==> config.mk <==
export PLATFORM = sky130hd
export DESIGN_NAME = map_region_scanner_flat
export DESIGN_NICKNAME = d
export VERILOG_FILES = /design/src/rtl/map_region_scanner_if.sv /design/src/rtl/map_region_scanner.sv /design/src/flat_wrapper.sv
export SDC_FILE = /design/constraint.sdc
export NUM_CORES = 1
export LEC_CHECK = 0
export CAP_MARGIN = 20
export CORE_MARGIN = 5
export CORE_UTILIZATION = 30
export DETAILED_ROUTE_END_ITERATION = 12
export PLACE_DENSITY = 0.51
export SLEW_MARGIN = 10
export SYNTH_ARGS = -nofsm -noshare
export SYNTH_HDL_FRONTEND = slang
export SYNTH_SLANG_ARGS = --single-unit
==> constraint.sdc <==
create_clock -name clk -period 2.6 [get_ports clk]
set_input_delay 0.52 -clock clk [delete_from_list [all_inputs] [get_ports clk]]
set_output_delay 0.52 -clock clk [all_outputs]
set_load 0.01 [all_outputs]
==> src/rtl/map_region_scanner_if.sv <==
// Bundles the sample request and the published scan results that pass between the
// position register, the scanner and the character movement FSM.
interface map_region_scanner_if;
  logic        sample;
  logic [11:0] xpos;
  logic [11:0] ypos;
  logic        busy;
  logic        done;
  logic        ladder;
  logic [11:0] limit_ypos_min;
  logic [11:0] limit_ypos_max;
  logic [1:0]  ramp;
  logic        end_of_ramp;
  logic [11:0] landing_ypos;

  modport slave (
    input  sample, xpos, ypos,
    output busy, done, ladder, limit_ypos_min, limit_ypos_max,
           ramp, end_of_ramp, landing_ypos
  );

  modport master (
    output sample, xpos, ypos,
    input  busy, done, ladder, limit_ypos_min, limit_ypos_max,
           ramp, end_of_ramp, landing_ypos
  );
endinterface

==> src/rtl/map_region_scanner.sv <==
// Table-driven region lookup: latches the character position on a sample strobe, walks
// one region entry per clock and publishes ladder/ramp/end-of-ramp results in one cycle.
module map_region_scanner #(
  parameter int unsigned                NUM_REGIONS = 8,
  parameter logic [NUM_REGIONS*2-1:0]   RGN_KIND    = '0,
  parameter logic [NUM_REGIONS*12-1:0]  RGN_XMIN    = '0,
  parameter logic [NUM_REGIONS*12-1:0]  RGN_XMAX    = '0,
  parameter logic [NUM_REGIONS*12-1:0]  RGN_YMIN    = '0,
  parameter logic [NUM_REGIONS*12-1:0]  RGN_YMAX    = '0,
  parameter logic [NUM_REGIONS*12-1:0]  RGN_AUX0    = '0,
  parameter logic [NUM_REGIONS*12-1:0]  RGN_AUX1    = '0
) (
  input logic                 clk,
  input logic                 rst,
  map_region_scanner_if.slave bus
);
  localparam int unsigned IDX_W = (NUM_REGIONS > 1) ? $clog2(NUM_REGIONS) : 1;
  localparam int unsigned TBL_N = 1 << IDX_W;
  localparam logic [IDX_W-1:0] LAST_IDX = IDX_W'(NUM_REGIONS - 1);

  localparam logic [1:0] ST_IDLE   = 2'd0;
  localparam logic [1:0] ST_SCAN   = 2'd1;
  localparam logic [1:0] ST_COMMIT = 2'd2;

  localparam logic [1:0] K_LADDER = 2'd0;
  localparam logic [1:0] K_UP     = 2'd1;
  localparam logic [1:0] K_DOWN   = 2'd2;
  localparam logic [1:0] K_END    = 2'd3;

  logic [1:0]  kind_a [TBL_N];
  logic [11:0] xmin_a [TBL_N];
  logic [11:0] xmax_a [TBL_N];
  logic [11:0] ymin_a [TBL_N];
  logic [11:0] ymax_a [TBL_N];
  logic [11:0] aux0_a [TBL_N];
  logic [11:0] aux1_a [TBL_N];

  // Padding entries have XMIN>XMAX so they can never hit, even if indexed.
  for (genvar i = 0; i < TBL_N; i++) begin : g_tbl
    if (i < NUM_REGIONS) begin : g_used
      assign kind_a[i] = RGN_KIND[2*i +: 2];
      assign xmin_a[i] = RGN_XMIN[12*i +: 12];
      assign xmax_a[i] = RGN_XMAX[12*i +: 12];
      assign ymin_a[i] = RGN_YMIN[12*i +: 12];
      assign ymax_a[i] = RGN_YMAX[12*i +: 12];
      assign aux0_a[i] = RGN_AUX0[12*i +: 12];
      assign aux1_a[i] = RGN_AUX1[12*i +: 12];
    end else begin : g_pad
      assign kind_a[i] = K_LADDER;
      assign xmin_a[i] = 12'hFFF;
      assign xmax_a[i] = 12'h000;
      assign ymin_a[i] = 12'hFFF;
      assign ymax_a[i] = 12'h000;
      assign aux0_a[i] = 12'h000;
      assign aux1_a[i] = 12'h000;
    end
  end

  logic [1:0]       state_q, state_d;
  logic [IDX_W-1:0] idx_q, idx_d;
  logic             pending_q, pending_d;
  logic [11:0]      x_q, x_d, y_q, y_d;
  logic             acc_ladder_q, acc_ladder_d, acc_end_q, acc_end_d;
  logic [11:0]      acc_lmin_q, acc_lmin_d, acc_lmax_q, acc_lmax_d, acc_land_q, acc_land_d;
  logic [1:0]       acc_ramp_q, acc_ramp_d;
  logic             busy_q, busy_d, done_q, done_d, ladder_q, ladder_d, eor_q, eor_d;
  logic [11:0]      lmin_q, lmin_d, lmax_q, lmax_d, land_q, land_d;
  logic [1:0]       ramp_q, ramp_d;

  logic [1:0]  cur_kind_s;
  logic        hit_s, lad_win_s, rmp_win_s, end_win_s;
  logic        m_ladder_s, m_end_s;
  logic [11:0] m_lmin_s, m_lmax_s, m_land_s;
  logic [1:0]  m_ramp_s;

  // A class only takes the current entry if no lower index already claimed it.
  assign cur_kind_s = kind_a[idx_q];
  assign hit_s      = (x_q >= xmin_a[idx_q]) && (x_q <= xmax_a[idx_q]) &&
                      (y_q >= ymin_a[idx_q]) && (y_q <= ymax_a[idx_q]);
  assign lad_win_s  = hit_s && (cur_kind_s == K_LADDER) && !acc_ladder_q;
  assign rmp_win_s  = hit_s && ((cur_kind_s == K_UP) || (cur_kind_s == K_DOWN)) &&
                      (acc_ramp_q == 2'b00);
  assign end_win_s  = hit_s && (cur_kind_s == K_END) && !acc_end_q;

  assign m_ladder_s = acc_ladder_q | lad_win_s;
  assign m_lmin_s   = lad_win_s ? aux0_a[idx_q] : acc_lmin_q;
  assign m_lmax_s   = lad_win_s ? aux1_a[idx_q] : acc_lmax_q;
  assign m_ramp_s   = rmp_win_s ? ((cur_kind_s == K_UP) ? 2'b01 : 2'b10) : acc_ramp_q;
  assign m_end_s    = acc_end_q | end_win_s;
  assign m_land_s   = end_win_s ? aux0_a[idx_q] : acc_land_q;

  // Next-state logic for the scan FSM, accumulators and published results.
  always_comb begin
    state_d      = state_q;
    idx_d        = idx_q;
    pending_d    = pending_q;
    x_d          = x_q;
    y_d          = y_q;
    acc_ladder_d = acc_ladder_q;
    acc_lmin_d   = acc_lmin_q;
    acc_lmax_d   = acc_lmax_q;
    acc_ramp_d   = acc_ramp_q;
    acc_end_d    = acc_end_q;
    acc_land_d   = acc_land_q;
    busy_d       = busy_q;
    done_d       = 1'b0;
    ladder_d     = ladder_q;
    lmin_d       = lmin_q;
    lmax_d       = lmax_q;
    ramp_d       = ramp_q;
    eor_d        = eor_q;
    land_d       = land_q;
    case (state_q)
      ST_IDLE: begin
        if (bus.sample || pending_q) begin
          x_d          = bus.xpos;
          y_d          = bus.ypos;
          pending_d    = 1'b0;
          acc_ladder_d = 1'b0;
          acc_lmin_d   = 12'd0;
          acc_lmax_d   = 12'd0;
          acc_ramp_d   = 2'b00;
          acc_end_d    = 1'b0;
          acc_land_d   = 12'd0;
          idx_d        = '0;
          busy_d       = 1'b1;
          state_d      = ST_SCAN;
        end else begin
          busy_d = 1'b0;
        end
      end
      ST_SCAN: begin
        pending_d    = pending_q | bus.sample;
        acc_ladder_d = m_ladder_s;
        acc_lmin_d   = m_lmin_s;
        acc_lmax_d   = m_lmax_s;
        acc_ramp_d   = m_ramp_s;
        acc_end_d    = m_end_s;
        acc_land_d   = m_land_s;
        // Results are registered on the last entry so they appear together with done.
        if (idx_q == LAST_IDX) begin
          state_d  = ST_COMMIT;
          done_d   = 1'b1;
          ladder_d = m_ladder_s;
          lmin_d   = m_ladder_s ? m_lmin_s : lmin_q;
          lmax_d   = m_ladder_s ? m_lmax_s : lmax_q;
          ramp_d   = m_ramp_s;
          eor_d    = m_end_s;
          land_d   = m_end_s ? m_land_s : land_q;
        end else begin
          idx_d = idx_q + IDX_W'(1);
        end
      end
      ST_COMMIT: begin
        pending_d = pending_q | bus.sample;
        busy_d    = 1'b0;
        state_d   = ST_IDLE;
      end
      default: begin
        pending_d = 1'b0;
        busy_d    = 1'b0;
        state_d   = ST_IDLE;
      end
    endcase
  end

  // State and output registers with synchronous reset.
  always_ff @(posedge clk) begin
    if (rst) begin
      state_q      <= ST_IDLE;
      idx_q        <= '0;
      pending_q    <= 1'b0;
      x_q          <= 12'd0;
      y_q          <= 12'd0;
      acc_ladder_q <= 1'b0;
      acc_lmin_q   <= 12'd0;
      acc_lmax_q   <= 12'd0;
      acc_ramp_q   <= 2'b00;
      acc_end_q    <= 1'b0;
      acc_land_q   <= 12'd0;
      busy_q       <= 1'b0;
      done_q       <= 1'b0;
      ladder_q     <= 1'b0;
      lmin_q       <= 12'd0;
      lmax_q       <= 12'd0;
      ramp_q       <= 2'b00;
      eor_q        <= 1'b0;
      land_q       <= 12'd0;
    end else begin
      state_q      <= state_d;
      idx_q        <= idx_d;
      pending_q    <= pending_d;
      x_q          <= x_d;
      y_q          <= y_d;
      acc_ladder_q <= acc_ladder_d;
      acc_lmin_q   <= acc_lmin_d;
      acc_lmax_q   <= acc_lmax_d;
      acc_ramp_q   <= acc_ramp_d;
      acc_end_q    <= acc_end_d;
      acc_land_q   <= acc_land_d;
      busy_q       <= busy_d;
      done_q       <= done_d;
      ladder_q     <= ladder_d;
      lmin_q       <= lmin_d;
      lmax_q       <= lmax_d;
      ramp_q       <= ramp_d;
      eor_q        <= eor_d;
      land_q       <= land_d;
    end
  end

  assign bus.busy           = busy_q;
  assign bus.done           = done_q;
  assign bus.ladder         = ladder_q;
  assign bus.limit_ypos_min = lmin_q;
  assign bus.limit_ypos_max = lmax_q;
  assign bus.ramp           = ramp_q;
  assign bus.end_of_ramp    = eor_q;
  assign bus.landing_ypos   = land_q;
endmodule
==> src/flat_wrapper.sv <==
// flat-port wrapper written by rule: the top's interface ports become plain ports
module map_region_scanner_flat 
#(
  parameter int unsigned                NUM_REGIONS = 8,
  parameter logic [NUM_REGIONS*2-1:0]   RGN_KIND    = '0,
  parameter logic [NUM_REGIONS*12-1:0]  RGN_XMIN    = '0,
  parameter logic [NUM_REGIONS*12-1:0]  RGN_XMAX    = '0,
  parameter logic [NUM_REGIONS*12-1:0]  RGN_YMIN    = '0,
  parameter logic [NUM_REGIONS*12-1:0]  RGN_YMAX    = '0,
  parameter logic [NUM_REGIONS*12-1:0]  RGN_AUX0    = '0,
  parameter logic [NUM_REGIONS*12-1:0]  RGN_AUX1    = '0
)
  (clk, rst, bus_sample, bus_xpos, bus_ypos, bus_busy, bus_done, bus_ladder, bus_limit_ypos_min, bus_limit_ypos_max, bus_ramp, bus_end_of_ramp, bus_landing_ypos);
  map_region_scanner_if bus_i ();
  input logic clk;
  input logic rst;
  input wire logic [$bits(bus_i.sample)-1:0] bus_sample;
  input wire logic [$bits(bus_i.xpos)-1:0] bus_xpos;
  input wire logic [$bits(bus_i.ypos)-1:0] bus_ypos;
  output wire logic [$bits(bus_i.busy)-1:0] bus_busy;
  output wire logic [$bits(bus_i.done)-1:0] bus_done;
  output wire logic [$bits(bus_i.ladder)-1:0] bus_ladder;
  output wire logic [$bits(bus_i.limit_ypos_min)-1:0] bus_limit_ypos_min;
  output wire logic [$bits(bus_i.limit_ypos_max)-1:0] bus_limit_ypos_max;
  output wire logic [$bits(bus_i.ramp)-1:0] bus_ramp;
  output wire logic [$bits(bus_i.end_of_ramp)-1:0] bus_end_of_ramp;
  output wire logic [$bits(bus_i.landing_ypos)-1:0] bus_landing_ypos;
  assign bus_i.sample = bus_sample;
  assign bus_i.xpos = bus_xpos;
  assign bus_i.ypos = bus_ypos;
  assign bus_busy = bus_i.busy;
  assign bus_done = bus_i.done;
  assign bus_ladder = bus_i.ladder;
  assign bus_limit_ypos_min = bus_i.limit_ypos_min;
  assign bus_limit_ypos_max = bus_i.limit_ypos_max;
  assign bus_ramp = bus_i.ramp;
  assign bus_end_of_ramp = bus_i.end_of_ramp;
  assign bus_landing_ypos = bus_i.landing_ypos;
  map_region_scanner #(.NUM_REGIONS(NUM_REGIONS), .RGN_KIND(RGN_KIND), .RGN_XMIN(RGN_XMIN), .RGN_XMAX(RGN_XMAX), .RGN_YMIN(RGN_YMIN), .RGN_YMAX(RGN_YMAX), .RGN_AUX0(RGN_AUX0), .RGN_AUX1(RGN_AUX1)) u_core (.clk(clk), .rst(rst), .bus(bus_i));
endmodule
Word-level counts from Yosys, hierarchy flattened
Memory sizes are Yosys's and may differ from the RTL's.
Index checks and enable logic that the tools add are counted.
{"block": "word_totals", "regBits": 112, "n_memories": 2, "rom_bits": 112, "input_bits": 27}
{"name": "(no name shown)", "depth": 8, "width": 12, "read_ports": 1, "rd_clocked_by_memory_dff": 0, "write_ports": 0, "line": "map_region_scanner.sv:90", "rtl": "assign m_land_s = end_win_s ? aux0_a[idx_q] : acc_land_q;"}
{"name": "(no name shown)", "depth": 8, "width": 2, "read_ports": 1, "rd_clocked_by_memory_dff": 0, "write_ports": 0, "line": "map_region_scanner.sv:77", "rtl": "assign cur_kind_s = kind_a[idx_q];"}
{"block": "classes", "reduce_logical": 26, "n_mux": 28, "add_sub_neg": 1, "n_bitwise": 5, "order_cmp": 5, "eq_ne": 9}
{"operator": "2-to-1 mux 12 bit", "count": 6}
{"operator": "one-hot mux 12 bit (2 select lines)", "count": 3}
{"operator": "greater-or-equal comparator 12 bit", "count": 2}
{"operator": "<= comparator 12 bit", "count": 2}
{"operator": "2-to-1 mux 2 bit", "count": 7}
{"operator": "logical AND 1 bit", "count": 9}
{"operator": "AND reduction 3 bit", "count": 3}
{"operator": "one-hot mux 1 bit (2 select lines)", "count": 4}
{"operator": "one-hot mux 2 bit (2 select lines)", "count": 2}
{"operator": "AND reduction 2 bit", "count": 4}
{"operator": "equality test 2 bit (second input constant)", "count": 3}
{"operator": "zero test 2 bit", "count": 3}
{"operator": "2-to-1 mux 3 bit", "count": 2}
{"operator": "one-hot mux 3 bit (2 select lines)", "count": 1}
{"operator": "equality test 2 x 1 -> 1 bit (second input constant)", "count": 2}
{"operator": "greater-or-equal comparator 4 bit (second input constant)", "count": 1}
{"operator": "!= test 2 x 1 -> 1 bit (second input constant)", "count": 2}
{"operator": "inverter 3 -> 4 bit", "count": 1}
{"operator": "OR reduction 2 bit", "count": 2}
{"operator": "adder 3 x 1 -> 3 bit (second input constant)", "count": 1}
{"operator": "equality test 3 bit (second input constant)", "count": 1}
{"operator": "2-to-1 mux 1 bit", "count": 3}
{"operator": "bitwise OR 1 bit", "count": 3}
{"operator": "zero test 1 bit", "count": 2}
{"operator": "4 further kinds", "count": 5}

Depth between registers and ports, before layout
{"block": "depth", "depth_word": 12, "ltp_mapped": 7}

Worst setup path before layout
Ideal clock, no wire load.
{"block": "synth_timing", "path_kind": "register to register", "startpoint": "reg u_core.state_q[1]", "endpoint": "reg u_core.lmin_q[11], in the netlist u_core.bus.limit_ypos_min[11]", "stages_incl_launch_ff": 8, "slack_ns": 1.052, "setup_ns": 0.132, "arrival_ns": 1.416, "required_time_ns": 2.468, "path_cell_list": "dfxtp_1 -> inv_1 -> ha_1 -> buf_2 -> nand2_1 -> clkbuf_1 -> o31ai_1 -> a21oi_1"}
{"block": "synth_via", "elab_chain_len": 2}
{"element": "start: declaration", "line": "map_region_scanner.sv:59", "rtl": "logic [1:0] state_q, state_d;"}
{"element": "start signal: assignment", "line": "map_region_scanner.sv:190", "rtl": "state_q <= state_d;"}
{"element": "equality test 2 x 1 -> 1 bit", "line": "map_region_scanner.sv:113", "rtl": "case (state_q)"}
{"element": "AND reduction 3 bit (no source line)"}
{"element": "end signal: assignment", "line": "map_region_scanner.sv:204", "rtl": "lmin_q <= lmin_d;"}
{"element": "end: declaration", "line": "map_region_scanner.sv:67", "rtl": "logic [11:0] lmin_q, lmin_d, lmax_q, lmax_d, land_q, land_d;"}
No other way between the ends.
A chain may end at the register's enable or synchronous reset.

Final worst setup path
{"block": "layout_timing", "startpoint": "reg u_core.x_q[4]", "endpoint": "reg u_core.lmin_q[4], in the netlist u_core.bus.limit_ypos_min[4]"}
{"block": "layout_via", "elab_chain_len": 8, "word_cells_on_any_way": 10, "classes_between": "order compare (2); mux (1); bitwise (1); reduce/logical (6)"}
{"element": "start: declaration", "line": "map_region_scanner.sv:62", "rtl": "logic [11:0] x_q, x_d, y_q, y_d;"}
{"element": "start signal: assignment", "line": "map_region_scanner.sv:173", "rtl": "x_q <= 12'd0;"}
{"element": "start signal: assignment", "line": "map_region_scanner.sv:193", "rtl": "x_q <= x_d;"}
{"element": "greater-or-equal comparator 12 bit or <= comparator 12 bit (tied branches)", "line": "map_region_scanner.sv:78", "rtl": "assign hit_s = (x_q >= xmin_a[idx_q]) && (x_q <= xmax_a[idx_q]) &&"}
{"element": "logical AND 1 bit * (2 in a row)", "line": "map_region_scanner.sv:78"}
{"element": "logical AND 1 bit *", "line": "map_region_scanner.sv:79", "rtl": "(y_q >= ymin_a[idx_q]) && (y_q <= ymax_a[idx_q]);"}
{"element": "logical AND 1 bit * (2 in a row)", "line": "map_region_scanner.sv:80", "rtl": "assign lad_win_s = hit_s && (cur_kind_s == K_LADDER) && !acc_ladder_q;"}
{"element": "bitwise OR 1 bit", "line": "map_region_scanner.sv:85", "rtl": "assign m_ladder_s = acc_ladder_q | lad_win_s;"}
{"element": "AND reduction 3 bit (no source line)"}
Every way passes the cells marked *; elsewhere a longest branch is shown, timed or not.

==> metrics.yaml <==
dieArea_sq_um: 13700
whs_path_depth: 2
drtIter0Drc: 148
first_pass_iters: 5
cp-start-kind: "register"
hp-class: "register to register"
fmax_mhz: 529
drtAntennaViolNets: 0
htreeDepth: 3
hold_ws_ps: 456
arrival_ps: 2110
layout_common_cells: "84 x dfxtp_1, 76 x nand2_1, 53 x a21oi_1, 53 x clkdlybuf4s50_1, 28 x nor2b_1"
final_max_slew_viol_count: 0
antenna_cells: 0
portBuffers: 54
status: "finished, final reports clean"
wl_per_cell_microns: 13.5
synth_cell_type_count: 34
leakagePower_nw: 1.52
instances_no_fill: 578
fin_crit_ps: 1890
post_cts_buffers: 0
ioPinCount: 69
grt_pass1_vias: 2661
total_power_mw: 2.89
worst_path_max_delay_cell: "nor4_2"
synth_cells: 386
worstPathMaxFanout: 13
cap_violations: 0
finalSetupViolCount: 0
grt_antenna_before_repair: 0
row_count: 39
dp_hpwl_microns: 5210
seq_area_frac_synth: 0.489
relSlewSlack: 0.508
dp.cells: 563
fin_util: 0.384
hold_viol: 0
die_w_microns: 117
cp-end-kind: "register"
cts_tree: "yes"
synth_warnings: 0
syn_area_per_cell_sq_um: 8.90
ys_seq_elements: 84
start_util: 0.303
critPathMaxStageDelay_ps: 550
numCtsBuffers: 9
syn_to_final_growth_pct: 26.4
vias: 2754
crit_type: "register to register"
max-vdd-ir-drop_mv: 0.244
critPathRequiredTime_ps: 2820
finalSetupTns_ps: 0
root_buffer: "clkbuf_16"
cts.sinks: 84
fin_crit_sh: 0.727
grt_use_total: 0.118
grt_first_pass_wirelength_microns: 12800
clock_latency_ps: 330
place_congestion: 0.703
grt_max_degree: 37
cts_resized: 0
wirelength_microns: 7830
die_h_microns: 117
core_sq_um: 11300
skew_ps: 6.50
worst_pin_slew_ps: 738
path_cells: "nor4_2 -> a21oi_2 -> buf_6 -> o31ai_1 -> a21oi_1"
clk_pin_slew_worst_paths_ps: 60
postCtsHoldBufs: 0
clk_path_buf_depth: 2
via_per_inst: 4.76
grt-ovfl-total: 0
r2r_cells: 5
layout_commonest_cell: "dfxtp_1"
grt_setup_unrepaired: "no"
fin_nets: 462
drc_errors: 0
final_layout_size_suffix_gt1_frac: 0.0759
synth_area_sq_um: 3440
p_per_area_nw_per_um2: 666
-- sequential cells by signal, summed over array words and instances (netlist names), 2 cells and up --
signal                     flops
u_core.state_q                 2
u_core.acc_lmax_q             12
u_core.bus.limit_ypos_min     12
u_core.x_q                    12
u_core.idx_q                   3
u_core.bus.limit_ypos_max     12
u_core.acc_lmin_q             12
u_core.y_q                    12
-- metal layers --
metal | GRT usage | share of wire | vias to the layer above
met4 | 0.0390 | 0.0086 | 0
met5 | 0 | 0 | -
met1 | 0.152 | 0.47 | 1257
met2 | 0.180 | 0.45 | 63
li1 | - | - | 1424
met3 | 0.0473 | 0.076 | 10
-- critical path, delay by kind of cell (launching register included) --
family                 cells  cell delay (ps)
DFF                        1              310
and+or+nand+nor            1              550
buffers and inverters      1              240
AOI/OAI and AO/OA          3              670
-- layout make-up --
cell class              count  area (sq um)
fillers                  1186          6980
multi-input cells         266          1550
repair buffers             67           637
inverters                   3          11.3
clock buffers              13           250
flip-flops and latches     84          1680
well taps                 143           179
clock inverters             2          35.0
-- synthesized netlist by cell type (all sizes together) --
cell    count  area share
dfxtp      84        0.49
nand2      76       0.083
a21oi      54       0.080
nor2b      28       0.051
buf        25       0.050
a32o       24       0.070
o31ai      24       0.052
clkbuf     21       0.023
nor2        8      0.0087
o21ai       7       0.010
nor4        6       0.015
ha          4       0.015
inv         3      0.0033
nand2b      3      0.0055
nor3b       3      0.0066
a22oi       2      0.0044
nand3       2      0.0066
nand3b      2      0.0044
nor3        2      0.0029
a211oi      1      0.0022
a41oi       1      0.0025
and3        1      0.0018
and4        1      0.0025
conb        1      0.0011
mux2i       1      0.0029
o32ai       1      0.0047
or3b        1      0.0025
-- worst paths after layout --
path / start / slack [ps] / end
min: u_core.y_q[9] / 460 / u_core.y_q[9]
min reg2reg: u_core.y_q[9] / 460 / u_core.y_q[9]
max: u_core.x_q[4] / 710 / u_core.bus.limit_ypos_min[4]
max reg2reg: u_core.x_q[4] / 710 / u_core.bus.limit_ypos_min[4]
-- report_power, final --
group,switching (mW),internal (mW)
registers,0.0200,1.32
logic,0.207,0.111
clock network,0.472,0.764
total,0.698,2.20
-- logic make-up (layout without fill, tap and decap cells) --
group | after synthesis | after routing | share of synthesized area
multiplexers | 1 | 1 | 0.00291
AND/OR/NAND/NOR | 133 | 133 | 0.190
AO/OA/AOI/OAI | 114 | 114 | 0.226
flip-flops | 84 | 84 | 0.489
other | 1 | 14 | 0.00109
buffers and inverters | 49 | 85 | 0.0757
adder cells (fa/ha/maj) | 4 | 4 | 0.0146
-- through the flow --
step | cell area [sq um] | setup WS, ps
2_1_floorplan | 3480 | 1050
3_3_place_gp | 4050 | 564
3_5_place_dp | 4060 | 538
4_1_cts | 4340 | 668
5_1_grt | 4340 | 552
6_report | 4340 | 709
No activity file was read; power rests on OpenSTA's default activity.
